--- config.mk ---
export PLATFORM = sky130hd
export DESIGN_NAME = sync_fifo_dp
export DESIGN_NICKNAME = d
export VERILOG_FILES = /design/src/rtl/sync_fifo_pkg.sv /design/src/rtl/dual_port_ram_16x8.sv /design/src/rtl/sync_fifo_dp.sv
export SDC_FILE = /design/constraint.sdc
export NUM_CORES = 1
export LEC_CHECK = 0
export ABC_AREA = 1
export CAP_MARGIN = 0
export CORE_ASPECT_RATIO = 2
export CORE_MARGIN = 2
export CORE_UTILIZATION = 30
export CTS_CLUSTER_SIZE = 20
export DETAILED_ROUTE_END_ITERATION = 10
export PLACE_DENSITY = 0.56
export SYNTH_ARGS = -nofsm -noshare
export SYNTH_HDL_FRONTEND = slang
export SYNTH_HIERARCHICAL = 1
export SYNTH_SLANG_ARGS = --single-unit
export TNS_END_PERCENT = 20
--- constraint.sdc ---
create_clock -name clk -period 2.3 [get_ports clk]
set_input_delay 0.23 -clock clk [delete_from_list [all_inputs] [get_ports clk]]
set_output_delay 0.23 -clock clk [all_outputs]
set_load 0.02 [all_outputs]
--- src/rtl/sync_fifo_pkg.sv ---
// Shared helpers and defaults for the synchronous dual-port FIFO.
// Latency: n/a (elaboration-time constants and functions only).
// Backpressure: n/a.
package sync_fifo_pkg;

    localparam int def_width    = 16;
    localparam int def_depth    = 8;
    localparam int def_addr_bus = 3;
    localparam int def_af_thr   = 6;
    localparam int def_ae_thr   = 2;

    // Ceiling log2, evaluated at elaboration.
    function automatic int clog2(input int value);
        int res;
        res = 0;
        for (int i = 0; i < 31; i++) begin
            if ((1 << i) < value) begin
                res = i + 1;
            end
        end
        return res;
    endfunction

    // True when value is a power of two and at least 2.
    function automatic bit is_pow2(input int value);
        return (value >= 2) && ((value & (value - 1)) == 0);
    endfunction

    // Legal FIFO shape: power-of-two depth, matching address width and
    // ordered almost-empty/almost-full thresholds.
    function automatic bit cfg_ok(input int depth, input int addr_bus,
                                  input int ae_thr, input int af_thr);
        return is_pow2(depth) && (addr_bus == clog2(depth)) &&
               (ae_thr < af_thr) && (af_thr <= depth);
    endfunction

endpackage

--- src/rtl/dual_port_ram_16x8.sv ---
// Simple dual-port RAM: one synchronous write port, one combinational read port.
// Latency: write lands at the clock edge; read data is valid in the same cycle as the address.
// Backpressure: none; the owner decides when to write or read. Reads see pre-edge contents.
module dual_port_ram_16x8 #(
    parameter int width    = 16,
    parameter int depth    = 8,
    parameter int addr_bus = 3
) (
    input  logic                clk,
    input  logic                rst,
    input  logic                we,
    input  logic                re,
    input  logic [addr_bus-1:0] wr_addr,
    input  logic [addr_bus-1:0] rd_addr,
    input  logic [width-1:0]    d_in,
    output logic [width-1:0]    d_out
);

    logic [width-1:0] mem [depth];

    // Storage is never cleared; reset only blocks writes while held low.
    always_ff @(posedge clk) begin
        if (rst && we) begin
            mem[wr_addr] <= d_in;
        end
    end

    // Combinational read so a same-edge write to the same address returns the old word.
    always_comb begin
        d_out = re ? mem[rd_addr] : '0;
    end

endmodule

--- src/rtl/sync_fifo_dp.sv ---
// Synchronous FIFO over a dual-port RAM with occupancy, almost flags and error pulses.
// Latency: 1 cycle from accepted read to d_out/d_valid; write readable the next cycle.
// Backpressure: writes refused when full (unless a read frees the slot), reads refused when empty; refusals pulse overflow/underflow.
module sync_fifo_dp
    import sync_fifo_pkg::*;
#(
    parameter int width    = def_width,
    parameter int depth    = def_depth,
    parameter int addr_bus = def_addr_bus,
    parameter int af_thr   = def_af_thr,
    parameter int ae_thr   = def_ae_thr
) (
    input  logic                clk,
    input  logic                rst,
    input  logic [width-1:0]    d_in,
    input  logic                we,
    input  logic                re,
    output logic [width-1:0]    d_out,
    output logic                d_valid,
    output logic                full,
    output logic                empty,
    output logic                almost_full,
    output logic                almost_empty,
    output logic [addr_bus:0]   count,
    output logic                overflow,
    output logic                underflow
);

    if (!cfg_ok(depth, addr_bus, ae_thr, af_thr)) begin : g_bad_cfg
        $error("sync_fifo_dp: illegal depth/addr_bus/threshold combination");
    end

    localparam logic [addr_bus:0]   cnt_depth = (addr_bus + 1)'(depth);
    localparam logic [addr_bus:0]   cnt_af    = (addr_bus + 1)'(af_thr);
    localparam logic [addr_bus:0]   cnt_ae    = (addr_bus + 1)'(ae_thr);
    localparam logic [addr_bus:0]   cnt_one   = (addr_bus + 1)'(1);
    localparam logic [addr_bus-1:0] ptr_one   = addr_bus'(1);

    logic [addr_bus-1:0] wr_ptr;
    logic [addr_bus-1:0] rd_ptr;
    logic                wr_ok;
    logic                rd_ok;
    logic [addr_bus:0]   count_nxt;
    logic [width-1:0]    ram_rd;

    // Accept decisions use the registered flags; a full FIFO still takes a
    // write when a read frees the oldest slot in the same cycle.
    always_comb begin
        rd_ok     = re && !empty;
        wr_ok     = we && (!full || re);
        count_nxt = count;
        case ({wr_ok, rd_ok})
            2'b10:   count_nxt = count + cnt_one;
            2'b01:   count_nxt = count - cnt_one;
            default: count_nxt = count;
        endcase
    end

    dual_port_ram_16x8 #(
        .width    (width),
        .depth    (depth),
        .addr_bus (addr_bus)
    ) u_ram (
        .clk     (clk),
        .rst     (1'b1),
        .we      (wr_ok),
        .re      (rd_ok),
        .wr_addr (wr_ptr),
        .rd_addr (rd_ptr),
        .d_in    (d_in),
        .d_out   (ram_rd)
    );

    // Pointers, occupancy, flags (from next count), read-data register and error pulses.
    always_ff @(posedge clk) begin
        if (!rst) begin
            wr_ptr       <= '0;
            rd_ptr       <= '0;
            count        <= '0;
            full         <= 1'b0;
            empty        <= 1'b1;
            almost_full  <= 1'b0;
            almost_empty <= 1'b1;
            d_out        <= '0;
            d_valid      <= 1'b0;
            overflow     <= 1'b0;
            underflow    <= 1'b0;
        end else begin
            if (wr_ok) begin
                wr_ptr <= wr_ptr + ptr_one;
            end
            if (rd_ok) begin
                rd_ptr <= rd_ptr + ptr_one;
                d_out  <= ram_rd;
            end
            count        <= count_nxt;
            full         <= (count_nxt == cnt_depth);
            empty        <= (count_nxt == '0);
            almost_full  <= (count_nxt >= cnt_af);
            almost_empty <= (count_nxt <= cnt_ae);
            d_valid      <= rd_ok;
            overflow     <= we && !wr_ok;
            underflow    <= re && !rd_ok;
        end
    end

endmodule

==> impl_metrics.ini <==
[outcome]
run_status = complete, no violations

[route]
final_antenna_net_count = 0
drcViolationCount = 0
met3_wirelength_um = 473
wl_met1_mm = 5.85
drt_iter0_drc = 253
vias = 4674
dr_wl_met2_mm = 8.80
maxUsedRoutingLayer = met4
wl_mm = 15.5
dr.pass1.iters = 4
wl_per_cell_um = 14.1
viasPerCell = 4.25

[placed_design]
hpwl_mm = 10.4
pre_cts_slack_ns = 0.0822
dpl.cell_count = 1069
portBuffers = 46
gp_congestion = 0.755
place_area_sq_um = 7890

[cts]
cts_made_buffers = 17
cts_max_level = 4
cts-root-buf = clkbuf_16
cts.sinks = 161
clkLatencyLatePin_ns = 0.43
post-cts-setup-buffers = 0
clock_path_buffers = 2
cts_hold_buf = 0
postCtsResizedCells = 0
cts_tree = done
path_clk_slew_ns = 0.06

[final_layout]
fin_area_sq_um = 8510
final_common_cell = nand2_1
drive_gt1_frac = 0.0892
final_cell_mix = nand2_1, inv_1, edfxtp_1
syn_to_final_growth_pct = 20.9
final_cells = 1101
fill_cells = 2325
num-nets-final = 829
utilization = 0.368
diodes = 0

[setup_path]
r2r_cells = 9
cp.arrival_ns = 2.16
crit_required_ns = 2.67
crit_fanout = 54
slowest_delay_ns = 0.49
crit_path_end_kind = flip-flop
r2r_end = d_out[9]
start_kind = flip-flop
crit_chain = inv_2, buf_12, nand2_1, nand3_1, nand3_1, nand2_1, nor2_1, o21ai_0, nor2_1
crit_slowest_cell = dfxtp_2
worstSetupPathType = flip-flop to flip-flop
rrSetupSlack_ns = 0.50
r2r-start = rd_ptr[0]

[logic_synthesis]
syn_area_sq_um = 7040
syn_inst = 744
yosysSeqAreaShare = 0.640
synth_top_flop_cell = edfxtp_1
synth_edf_count = 128
ys_warn_count = 6
async_reset_ff_frac = 0
yosysUniqueCellTypes = 26
syn_area_per_cell_sq_um = 9.46
yosys_register_bits = 161

[floorplanning]
num_rows = 79
die_h_um = 221
die_area_sq_um = 24800
core_area_sq_um = 23100
die_w_um = 112
start_util = 0.304
ios = 47

[timing]
rsz0062_at_grt = no
skew_ns = 0.00681
finalCriticalPeriod_ns = 1.80
tightest_slew_ns = 0.690
worst_slack_ns = 0.505
min_period_over_period = 0.781
max_slew_margin = 0.539
setup_viol = 0
fin_setup_tns_ns = 0
max_freq_mhz = 557
hold_violations = 0
slew_violations = 0

[min_path]
hold_depth = 3
min_from = we
hold_end = overflow
hp-class = input pin to flip-flop

[pwr]
power_density_nw_per_um2 = 967
p_leak_uw = 0.00366
ir_drop_v = 0.000528

[global_routing]
grt_pass1_vias = 4657
grtUsageTotal = 0.132
grt_max_degree = 57
antenna_found_initial = 0
grt_pass1_wl_mm = 24.4
overflow = 0

[flow_run]
drv_cap = 0
cells in the mapped netlist, types with 3 or more instances:
cell | count | area, sq um
nand2_1 | 182 | 683
clkbuf_1 | 6 | 22.5
buf_4 | 6 | 45.0
dfxtp_1 | 33 | 661
buf_6 | 9 | 101
nand2_2 | 4 | 25.0
nand3_1 | 88 | 440
inv_2 | 5 | 18.8
o21ai_0 | 21 | 105
a21oi_1 | 4 | 20.0
nor2_1 | 83 | 312
buf_1 | 3 | 11.3
edfxtp_1 | 128 | 3840
inv_1 | 148 | 556
ha_1 | 4 | 50.1
buf_2 | 7 | 35.0
worst max-delay path by stage:
stage	start	end	cells past startpoint
after global routing	count[1]	empty	11
final	rd_ptr[0]	d_out[9]	9
after detailed placement	re	u_ram/mem[4][8]	9
after floorplan	full	u_ram/mem[1][0]	5
after global placement	re	u_ram/mem[3][15]	9
after CTS	rd_ptr[0]	d_out[10]	9
through the flow:
step	total power (uW)	hold slack, ns
6_report	8230	0.444
5_1_grt	8670	0.457
4_1_cts	8330	0.424
3_5_place_dp	5420	0.476
3_3_place_gp	5410	0.470
2_1_floorplan	4810	0.329
cells by family after synthesis:
| group | count (synthesis) | synth area share |
|---|---|---|
| buffers and inverters | 184 | 0.112 |
| AND/OR/NAND/NOR | 365 | 0.215 |
| XOR/XNOR | 3 | 0.00480 |
| other | 1 | 0.000533 |
| flip-flops | 161 | 0.640 |
| AO/OA/AOI/OAI | 26 | 0.0201 |
| adder cells (fa/ha/maj) | 4 | 0.00711 |
per-layer routing:
layer	vias up	GRT usage
li1	2439	-
met1	2142	0.128
met2	72	0.255
met3	21	0.0296
met4	0	0.0671
met5	-	0
final cells by class:
type | count | area (sq um) | area share
Tap cell | 283 | 354 | 0.0416
Timing Repair Buffer | 72 | 706 | 0.0829
Multi-Input combinational cell | 400 | 1750 | 0.206
Inverter | 153 | 574 | 0.0675
Clock inverter | 14 | 180 | 0.0212
Sequential cell | 161 | 4510 | 0.530
Clock buffer | 18 | 439 | 0.0516
state kept, by name (all words and copies together) (netlist names):
name and count:
d_valid 1, d_out 16, wr_ptr 3, overflow 1, count 4, u_ram/mem 128, empty 1, underflow 1
full 1, almost_full 1, almost_empty 1, rd_ptr 3
critical path, delay by kind of cell, from the launching register on:
family                 cells  cell delay (ns)
and+or+nand+nor            6             0.65
buffers and inverters      2             0.39
AOI/OAI and AO/OA          1             0.14
DFF                        1             0.49
power breakdown:
group / internal [uW] / switching [uW]
Sequential: 3310 / 113
Combinational: 698 / 1210
Clock: 1750 / 1150
Note: power is estimated with default switching activity, not from simulation.
